File: src/rtl/gcd_stein_param.sv
// Purpose: binary (Stein) GCD of two unsigned WIDTH-bit operands, loaded by a one-cycle ld strobe.
// Latency: 3 to 3*WIDTH+4 cycles from the ld-accept edge to the cycle in which done pulses.
// Backpressure: none; ld is accepted only while busy=0 and ignored otherwise; res holds until the next FIN.
// Optional feature macro: GCD_ITER_CNT_EN adds the iter_cnt busy-cycle counter output.
module gcd_stein_param #(
    parameter int WIDTH = 8
) (
    input  logic                            clk,
    input  logic                            resetb,
    input  logic                            ld,
    input  logic [WIDTH-1:0]                U,
    input  logic [WIDTH-1:0]                V,
    output logic                            busy,
    output logic [WIDTH-1:0]                res,
`ifdef GCD_ITER_CNT_EN
    output logic [$clog2(3*WIDTH+5)-1:0]    iter_cnt,
`endif
    output logic                            done
);

    localparam int KW = $clog2(WIDTH + 1);

    typedef enum logic [2:0] {
        IDLE   = 3'd0,
        ZCHK   = 3'd1,
        STRIP  = 3'd2,
        MKODD  = 3'd3,
        REDUCE = 3'd4,
        FIN    = 3'd5,
        DONE   = 3'd6
    } state_t;

    state_t            state;
    logic [WIDTH-1:0]  u;
    logic [WIDTH-1:0]  v;
    logic [WIDTH-1:0]  r;
    logic [KW-1:0]     k;

    // Accept is only possible when not busy; shared by the FSM and the optional counter.
    logic accept;
    assign accept = ld && ((state == IDLE) || (state == DONE));

    // Main FSM: operand capture, zero check, common-power strip, odd-making and subtract/shift reduction.
    always_ff @(posedge clk or posedge resetb) begin
        if (resetb) begin
            state <= IDLE;
            busy  <= 1'b0;
            done  <= 1'b0;
            res   <= '0;
            u     <= '0;
            v     <= '0;
            r     <= '0;
            k     <= '0;
        end else begin
            done <= 1'b0;
            case (state)
                IDLE, DONE: begin
                    if (accept) begin
                        u     <= U;
                        v     <= V;
                        k     <= '0;
                        busy  <= 1'b1;
                        state <= ZCHK;
                    end else begin
                        busy  <= 1'b0;
                        state <= IDLE;
                    end
                end
                ZCHK: begin
                    // Zero operands short-circuit: gcd(0,x)=x, gcd(0,0)=0.
                    if (u == '0) begin
                        r     <= v;
                        state <= FIN;
                    end else if (v == '0) begin
                        r     <= u;
                        state <= FIN;
                    end else begin
                        state <= STRIP;
                    end
                end
                STRIP: begin
                    // Remove the common power of two, remembered in k.
                    if (!u[0] && !v[0]) begin
                        u <= u >> 1;
                        v <= v >> 1;
                        k <= k + KW'(1);
                    end else begin
                        state <= MKODD;
                    end
                end
                MKODD: begin
                    if (!u[0]) begin
                        u <= u >> 1;
                    end else begin
                        state <= REDUCE;
                    end
                end
                REDUCE: begin
                    // u stays odd here; subtract only in the non-negative direction.
                    if (v == '0) begin
                        r     <= u;
                        state <= FIN;
                    end else if (!v[0]) begin
                        v <= v >> 1;
                    end else if (u > v) begin
                        u <= v;
                        v <= u - v;
                    end else begin
                        v <= v - u;
                    end
                end
                FIN: begin
                    // Result never exceeds max(U,V), so the shift cannot overflow.
                    res   <= r << k;
                    busy  <= 1'b0;
                    done  <= 1'b1;
                    state <= DONE;
                end
                default: begin
                    busy  <= 1'b0;
                    state <= IDLE;
                end
            endcase
        end
    end

`ifdef GCD_ITER_CNT_EN
    // Busy-cycle counter: cleared on accept, counts ZCHK..FIN, then holds with res.
    always_ff @(posedge clk or posedge resetb) begin
        if (resetb) begin
            iter_cnt <= '0;
        end else if (accept) begin
            iter_cnt <= '0;
        end else if ((state != IDLE) && (state != DONE)) begin
            iter_cnt <= iter_cnt + 1'b1;
        end
    end
`endif

endmodule

File: config.mk
export PLATFORM = sky130hd
export DESIGN_NAME = gcd_stein_param
export DESIGN_NICKNAME = d
export VERILOG_FILES = /design/src/rtl/gcd_stein_param.sv
export SDC_FILE = /design/constraint.sdc
export NUM_CORES = 1
export LEC_CHECK = 0
export ABC_AREA = 0
export BUFFER_PORTS_ARGS = -buffer_cell sky130_fd_sc_hd__clkbuf_2
export CAP_MARGIN = 5
export CORE_MARGIN = 5
export CORE_UTILIZATION = 51
export CTS_BUF_LIST = sky130_fd_sc_hd__clkbuf_2
export DETAILED_ROUTE_END_ITERATION = 12
export PLACE_DENSITY = 0.66
export SYNTH_ARGS = -nofsm -noshare
export SYNTH_HDL_FRONTEND = slang
export SYNTH_SLANG_ARGS = --single-unit
File: constraint.sdc
create_clock -name clk -period 3.3 [get_ports clk]
set_input_delay 0.495 -clock clk [delete_from_list [all_inputs] [get_ports clk]]
set_output_delay 0.495 -clock clk [all_outputs]
set_load 0.02 [all_outputs]
[Word-level counts from Yosys, hierarchy flattened]
Index checks and enable logic that the tools add are counted.
Storage, ports and cells
  register bits: 41
  output and inout port bits: 10
  word-level logic and storage cells: 77
  input port bits: 19
Cells by class
  eq/ne operators: 15
  shift-type cells: 1
  magnitude comparators: 1
  muxes and demuxes: 29
  add/subtract/negate cells: 3
  reduce and logical (&&, ||, !) cells: 19
Operator list (number)
  $mux W8: 13
  $pmux W8 S4: 1
  $pmux W8 S3: 1
  $ne A2 B2 Y1 const B: 9
  $pmux W3 S6: 1
  $logic_not A8 Y1: 2
  $pmux W8 S2: 1
  $sub A8 B8 Y8: 2
  $mux W3: 5
  $eq A3 B3 Y1 const B: 3
  $gt A8 B8 Y1: 1
  $mux W4: 2
  $pmux W4 S2: 1
  $shl A8 B4 Y8: 1
  $reduce_and A7 Y1: 1
  $eq A3 B2 Y1 const B: 2
  $reduce_and A3 Y1: 2
  $reduce_and A6 Y1: 1
  $add A4 B1 Y4 const B: 1
  $reduce_and A4 Y1: 1
  $reduce_bool A2 Y1: 2
  $reduce_bool A4 Y1: 1
  $reduce_or A4 Y1: 1
  $eq A3 B1 Y1 const B: 1
  other kinds (8): 12

[Depth between registers and ports, before layout]
Gate-level depths: netlist (run 1).
  word-level depth: 5
  depth in mapped cells: 12
  mapped depth without buffers: 10

[Least setup slack after synthesis (run 1)]
OpenSTA, ideal clock, no wires.
  kind: register -> register
  start: register u[0]
  end: register v[1]
  clock period less this slack: 2.501 ns
  stages on the path, launching flop included: 13
  path slack: 0.799 ns
  library setup time: 0.125 ns
  data required time: 3.175 ns
  buffers on the path: 2
  data arrival time: 2.376 ns
  cell sequence: dfrtp_1 clkbuf_1 inv_1 ha_1 inv_1 fa_1 nand3_1 a21oi_2 o21ai_1 buf_2 mux2i_1 a21oi_1 mux2_2
On the way
  cells in the longest elaborated chain, start to end: 5
  elaborated cells on any way between the ends: 11
  those cells by class: add/sub: 2; order compare: 1; eq/ne: 1; mux: 4; reduce/logical: 3
RTL lines
  start, declared: line 34  | logic [WIDTH-1:0] u;
  start signal, assigned: line 84  | u <= u >> 1;
  start signal, assigned: line 93  | u <= u >> 1;
  start signal, assigned: line 106  | u <= v;
  $sub A8 B8 Y8, or another cell as far along: line 109  | v <= v - u;
  $mux W8: line 105  | end else if (u > v) begin
  $mux W8: line 103  | end else if (!v[0]) begin
  $mux W8: line 100  | if (v == '0) begin
  $pmux W8 S3: line 56  | case (state)
  end signal, assigned: line 104  | v <= v >> 1;
  end signal, assigned: line 107  | v <= u - v;
  end signal, assigned: line 109
  end, declared: line 35  | logic [WIDTH-1:0] v;
Several ways; a longest one is shown, not always the timed one. The select of a mux whose other input is x is not followed.
A chain may end at the register's enable or synchronous reset.

[Final worst setup path (run 1)]
  start: register v[0]
  end: register v[5]
On the way
  cells in the longest elaborated chain, start to end: 5
  elaborated cells on any way between the ends: 13
  those cells by class: add/sub: 2; order compare: 1; eq/ne: 2; mux: 4; reduce/logical: 4
RTL lines
  start signal, assigned: line 85  | v <= v >> 1;
  start signal, assigned: line 104
  start signal, assigned: line 107
  $sub A8 B8 Y8, or another cell as far along: line 109
  $mux W8: line 105
  $mux W8: line 103
  $mux W8: line 100
  $pmux W8 S3: line 56
Several ways; a longest one is shown, not always the timed one. The select of a mux whose other input is x is not followed.

==> results.py, run 1 <==
metrics = {
    "run_status": {
        "status": "finished, final reports clean",
    },
    "cts": {
        "root_buffer": "clkbuf_2",
        "postCtsSetupBuffers": 0,
        "clk_path_buf_depth": 2,
        "clk_pin_slew_ps": 230,
        "cts_htree_levels": 2,
        "hold_buffers": 0,
        "clock_latency_ps": 420,
        "cts-resized-gates": 0,
        "numCtsBuffers": 5,
        "cts_tree": "built",
        "cts.sinks": 41,
    },
    "pwr": {
        "power_switching_mw": 2.082,
        "clkPwrFrac": 0.058,
        "power.leakage_nw": 1.559,
        "powerDensity_nw_per_um2": 1138,
        "switching_share": 0.5294,
        "internal_power_mw": 1.851,
        "seqPwrFrac": 0.272,
        "ir_worst_vdd_mv": 0.6787,
        "p_comb_frac": 0.670,
    },
    "global_route": {
        "grt_pass1_vias": 2808,
        "grt_max_degree": 28,
        "grt_pass1_wl_um": 14250,
        "grtUsageTotal": 0.2321,
        "grt_overflow": 0,
        "antenna_found_initial": 0,
    },
    "setup_path": {
        "cp.required_ps": 3640,
        "path_max_fanout": 14,
        "crit_arrival_ps": 3240,
        "crit_path_start_kind": "flip-flop",
        "reg2reg_depth": 10,
        "crit_type": "flip-flop to flip-flop",
        "end_kind": "flip-flop",
    },
    "timing": {
        "finalSetupViolations": 0,
        "worstMarginPinSlew_ps": 1011,
        "fin_crit_sh": 0.8806,
        "max_freq_mhz": 344.1,
        "fin_crit_ps": 2906,
        "tns_ps": 0,
        "drv_slew": 0,
        "hold_viol_final": 0,
        "hold_slack_ps": 242.9,
        "rsz0062_at_grt": "no",
        "relSlewSlack": 0.3252,
        "worst_clock_skew_ps": 28.42,
    },
    "die": {
        "die_h_um": 89.22,
        "die_x_um": 89.22,
        "start_util": 0.5311,
        "ios": 29,
        "core_area_um2": 6026,
        "rows": 28,
        "die_area_um2": 7960,
    },
    "logic_synthesis": {
        "ys_types": 61,
        "synth_edf_count": 0,
        "synth_ff_type": "dfrtp_1",
        "synth.ff_latch_count": 41,
        "synthArstFlopShare": 1.000,
        "syn_inst": 379,
        "syn_nets": 417,
        "yosysSeqAreaShare": 0.3206,
        "avgSynthCellArea_um2": 8.445,
        "syn-cell-area_um2": 3201,
        "yosys_warnings": 0,
    },
    "placed_design": {
        "post-dp-hpwl_um": 6452,
        "gp_congestion": 0.8903,
        "place_area_um2": 3412,
        "port_buffers": 28,
    },
    "cells_and_area": {
        "multiInputGateArea_um2": 1972,
        "regArea_um2": 1026,
        "area_growth_pct": 7.936,
        "final_cell_mix": "nand2_1 (41), dfrtp_1 (41), nor2_1 (34)",
        "drive_gt1_frac": 0.1514,
        "num_antenna_cells": 0,
        "fill_cells": 601,
        "fin_area_um2": 3455,
        "final_nets": 440,
    },
    "routing": {
        "ant_nets": 0,
        "drc": 0,
        "dr.pass1.iters": 5,
        "num_vias": 3002,
        "vias_per_cell": 6.280,
        "wirelength_um": 8637,
        "post_drt_wl_per_cell_um": 18.07,
        "drtIter0Drc": 172,
    },
    "flow_run": {
        "cap_violations": 0,
    },
    "worst_hold_path": {
        "hold_path.class": "primary input to async pin",
    },
}
[path summary, 6_finish.rpt]
kind,startpoint,slack (ps),endpoint
min in group clk,U[7],310,u[7]
max in group asynchronous,resetb,2280,u[1]
hold / removal,resetb,240,k[2]
hold reg to reg,res[6],510,res[6]
setup / recovery,v[0],390,v[5]
setup reg to reg,v[0],390,v[5]
[synthesized netlist by cell type (2+ instances only)]
master	count	area, µm²
or3_1	4	25.02
a32oi_1	7	61.31
a22oi_1	3	22.52
mux2_2	2	22.52
a211oi_1	7	52.55
nand3b_1	3	22.52
mux4_2	3	67.56
o22ai_1	12	75.07
fa_1	2	40.04
a21oi_1	26	130.1
o21ai_1	4	20.02
dfrtp_1	41	1026
o211ai_1	3	22.52
buf_1	3	11.26
o21ai_0	18	90.09
nand2_1	41	153.9
nand3_1	7	35.03
a221oi_1	6	52.55
or2_2	2	12.51
buf_2	9	45.04
nor2_1	34	127.6
inv_1	24	90.09
a31oi_1	12	75.07
nor3_1	2	10.01
a22o_1	3	26.28
xor2_1	2	17.52
nor2b_1	5	31.28
o2bb2ai_1	3	26.28
o31a_1	2	17.52
mux2i_1	13	130.1
clkbuf_1	10	37.54
xnor2_1	3	26.28
nor4_1	4	25.02
nand4_1	3	18.77
nand2b_1	2	12.51
ha_1	17	212.7
a21o_1	13	97.59
[cell families (layout without fill, tap and decap cells)]
family | Yosys count | count (layout) | synth area share
muxes | 18 | 18 | 0.06880
buffers and inverters | 48 | 72 | 0.06333
AOI/OAI and AO/OA | 134 | 134 | 0.2842
DFF | 41 | 41 | 0.3206
and+or+nand+nor | 114 | 114 | 0.1704
adders and majority gates | 19 | 19 | 0.07897
xor gates and xnor gates | 5 | 5 | 0.01369
[power by group through the flow]
| stage | clock network (mW) | registers (mW) | logic [mW] |
|---|---|---|---|
| after detailed placement | 0 | 1.07 | 2.60 |
| after global routing | 0.252 | 1.12 | 2.92 |
| after floorplan | 0 | 0.966 | 2.07 |
| final | 0.226 | 1.07 | 2.64 |
| after CTS | 0.233 | 1.06 | 2.61 |
| after global placement | 0 | 1.07 | 2.57 |
[per-layer routing]
metal | part of all wire | GRT usage
met1 | 0.45 | 0.3264
met2 | 0.48 | 0.3784
met3 | 0.056 | 0.03134
met4 | 0.016 | 0.05819
met5 | 0 | 0
[area by class of cell]
class / instances / area share
inverters: 24 / 0.02608
repair buffers: 40 / 0.06664
flip-flops and latches: 41 / 0.2970
multi-input cells: 290 / 0.5708
clock buffers: 5 / 0.007244
well taps: 75 / 0.02716
clock inverters: 3 / 0.005071
[state kept, by name, indices dropped and copies added, names as in the netlist]
| signal | flops |
|---|---|
| busy | 1 |
| done | 1 |
| k | 4 |
| r | 8 |
| res | 8 |
| state | 3 |
| u | 8 |
| v | 8 |
[per-stage QoR]
stage                     setup WS (ps)    util  power [mW]  instances
after floorplan                   799.1       -       3.035        379
after global placement            495.1  0.5662       3.638        470
after detailed placement          466.4  0.5662       3.670        470
after CTS                         422.0  0.5733       3.908        478
after global routing              170.6  0.5733       4.291        478
final                             393.9  0.5733       3.932        478
[critical path, cell delays in order, from the launching register on]
cell and delay, ps:
dfrtp_1 690, ha_1 260, inv_1 60, fa_1 420
nand3_1 130, a21oi_2 90, o21ai_1 360, buf_4 260
mux2i_1 260, o221a_2 220, nand2_1 60
Power figures use the tool's default switching activity.
==> run 2: changes to the inputs <==
--- a/config.mk
+++ b/config.mk
@@ -12,7 +12,7 @@
 export CORE_UTILIZATION = 51
 export CTS_BUF_LIST = sky130_fd_sc_hd__clkbuf_2
 export DETAILED_ROUTE_END_ITERATION = 12
-export PLACE_DENSITY = 0.66
+export PLACE_DENSITY_LB_ADDON = 0.05
 export SYNTH_ARGS = -nofsm -noshare
 export SYNTH_HDL_FRONTEND = slang
 export SYNTH_SLANG_ARGS = --single-unit
==> results.py, run 2 (same netlist as run 1, synthesis figures left out) <==
metrics = {
    "placed_design": {
        "post-dp-hpwl_um": 6418,
        "port_buffers": 28,
        "place_area_um2": 3420,
        "gp_congestion": 0.9126,
    },
    "die": {
        "die_x_um": 89.22,
        "core_area_um2": 6026,
        "die_area_um2": 7960,
        "rows": 28,
        "ios": 29,
        "start_util": 0.5311,
        "die_h_um": 89.22,
    },
    "setup_path": {
        "path_max_fanout": 14,
        "crit_type": "flip-flop to flip-flop",
        "cpMaxStageDelayCell": "dfrtp_1",
        "critical_path_buf_inv_count": 2,
        "timing.rr.end": "v[6]",
        "cp.required_ps": 3680,
        "end_kind": "flip-flop",
        "crit_chain": "inv_1 -> ha_1 -> inv_1 -> fa_1 -> a211oi_1 -> o21bai_1 -> a211oi_1 -> a31oi_1 -> a21o_1 -> a21o_1",
        "r2r-start": "v[0]",
        "r2r_slack_ps": 370,
        "crit_family": "compound AO/OA/AOI/OAI gates",
        "crit_path_start_kind": "flip-flop",
        "crit_path_max_incr_delay_ps": 650,
        "crit_arrival_ps": 3310,
        "reg2reg_depth": 10,
    },
    "timing": {
        "hold_viol_final": 0,
        "worst_clock_skew_ps": 30.08,
        "drv_slew": 0,
        "fin_crit_sh": 0.8875,
        "max_freq_mhz": 341.4,
        "worstMarginPinSlew_ps": 992.3,
        "tns_ps": 0,
        "finalSetupViolations": 0,
        "relSlewSlack": 0.3340,
        "fin_crit_ps": 2929,
        "rsz0062_at_grt": "no",
    },
    "routing": {
        "ant_nets": 0,
        "wirelength_um": 8713,
        "drc": 0,
        "num_vias": 2999,
        "drtIter0Drc": 186,
        "post_drt_wl_per_cell_um": 18.19,
        "dr.pass1.iters": 5,
        "vias_per_cell": 6.261,
    },
    "pwr": {
        "ir_worst_vdd_mv": 0.6076,
        "power.leakage_nw": 1.589,
        "fin_total_pwr_mw": 4.119,
        "powerDensity_nw_per_um2": 1172,
    },
    "flow_run": {
        "cap_violations": 0,
    },
    "global_route": {
        "grtUsageTotal": 0.2363,
        "grt_overflow": 0,
        "grt_max_degree": 24,
        "grt_pass1_vias": 2772,
        "antenna_found_initial": 0,
        "grt_pass1_wl_um": 14540,
    },
    "cts": {
        "clk_pin_slew_ps": 270,
        "clock_latency_ps": 440,
        "cts_htree_levels": 2,
        "clk_path_buf_depth": 2,
        "numCtsBuffers": 5,
        "postCtsSetupBuffers": 0,
        "root_buffer": "clkbuf_2",
        "hold_buffers": 0,
        "cts-resized-gates": 0,
        "cts_tree": "built",
        "cts.sinks": 41,
    },
    "cells_and_area": {
        "fin_area_um2": 3513,
        "final_nets": 441,
        "final_cell_mix": "nand2_1 (41), dfrtp_1 (41), nor2_1 (34)",
        "fill_cells": 563,
        "drive_gt1_frac": 0.1535,
        "num_antenna_cells": 0,
        "area_growth_pct": 9.773,
    },
    "run_status": {
        "status": "finished, final reports clean",
    },
    "worst_hold_path": {
        "hold_path.class": "primary input to async pin",
    },
}
## run 2: cell types whose count changed in the layout (fill, tap and decap cells not counted)
cell,change
bufinv_16,+2
clkinv_2,-2
buf_4,+1
clkinvlp_4,-1
inv_6,+1
## run 2: metal layers
metal | vias to the layer above | wire, µm | GRT usage
li1 | 1458 | - | -
met1 | 1429 | 4043 | 0.3416
met2 | 98 | 4054 | 0.3637
met3 | 14 | 458 | 0.03594
met4 | 0 | 157 | 0.07442
met5 | - | 0 | 0
## run 2: area by class of cell
class / count / area (µm²) / share of cell area
sequential: 41 / 1026 / 0.2920
clock buffer: 5 / 25.02 / 0.007123
inverter: 24 / 90.09 / 0.02564
tap: 75 / 93.84 / 0.02671
clock inverter: 3 / 68.82 / 0.01959
timing repair buffer: 41 / 237.7 / 0.06766
multi-input combinational: 290 / 1972 / 0.5613
## run 2: through the flow
stage	cells	hold slack (ps)	util	setup WS [ps]
after floorplan	379	476.4	-	799.1
after global placement	471	457.1	0.5675	445.9
after detailed placement	471	459.8	0.5675	442.7
after CTS	479	168.2	0.5831	420.8
after global routing	479	195.3	0.5831	116.3
final	479	136.4	0.5831	371.2
## run 2: how the worst max path moves through the flow
stage	startpoint	endpoint	slack (ps)	cells after the start
after detailed placement	v[0]	v[4]	440	7
after global placement	v[0]	v[6]	450	10
after CTS	v[0]	v[4]	420	7
final	v[0]	v[6]	370	10
after floorplan	u[0]	v[1]	800	12
after global routing	v[0]	u[1]	120	8
## run 2: report_power, final
part | switching [mW] | internal [mW]
Sequential | 0.347 | 0.714
Combinational | 1.55 | 1.10
Clock | 0.203 | 0.207
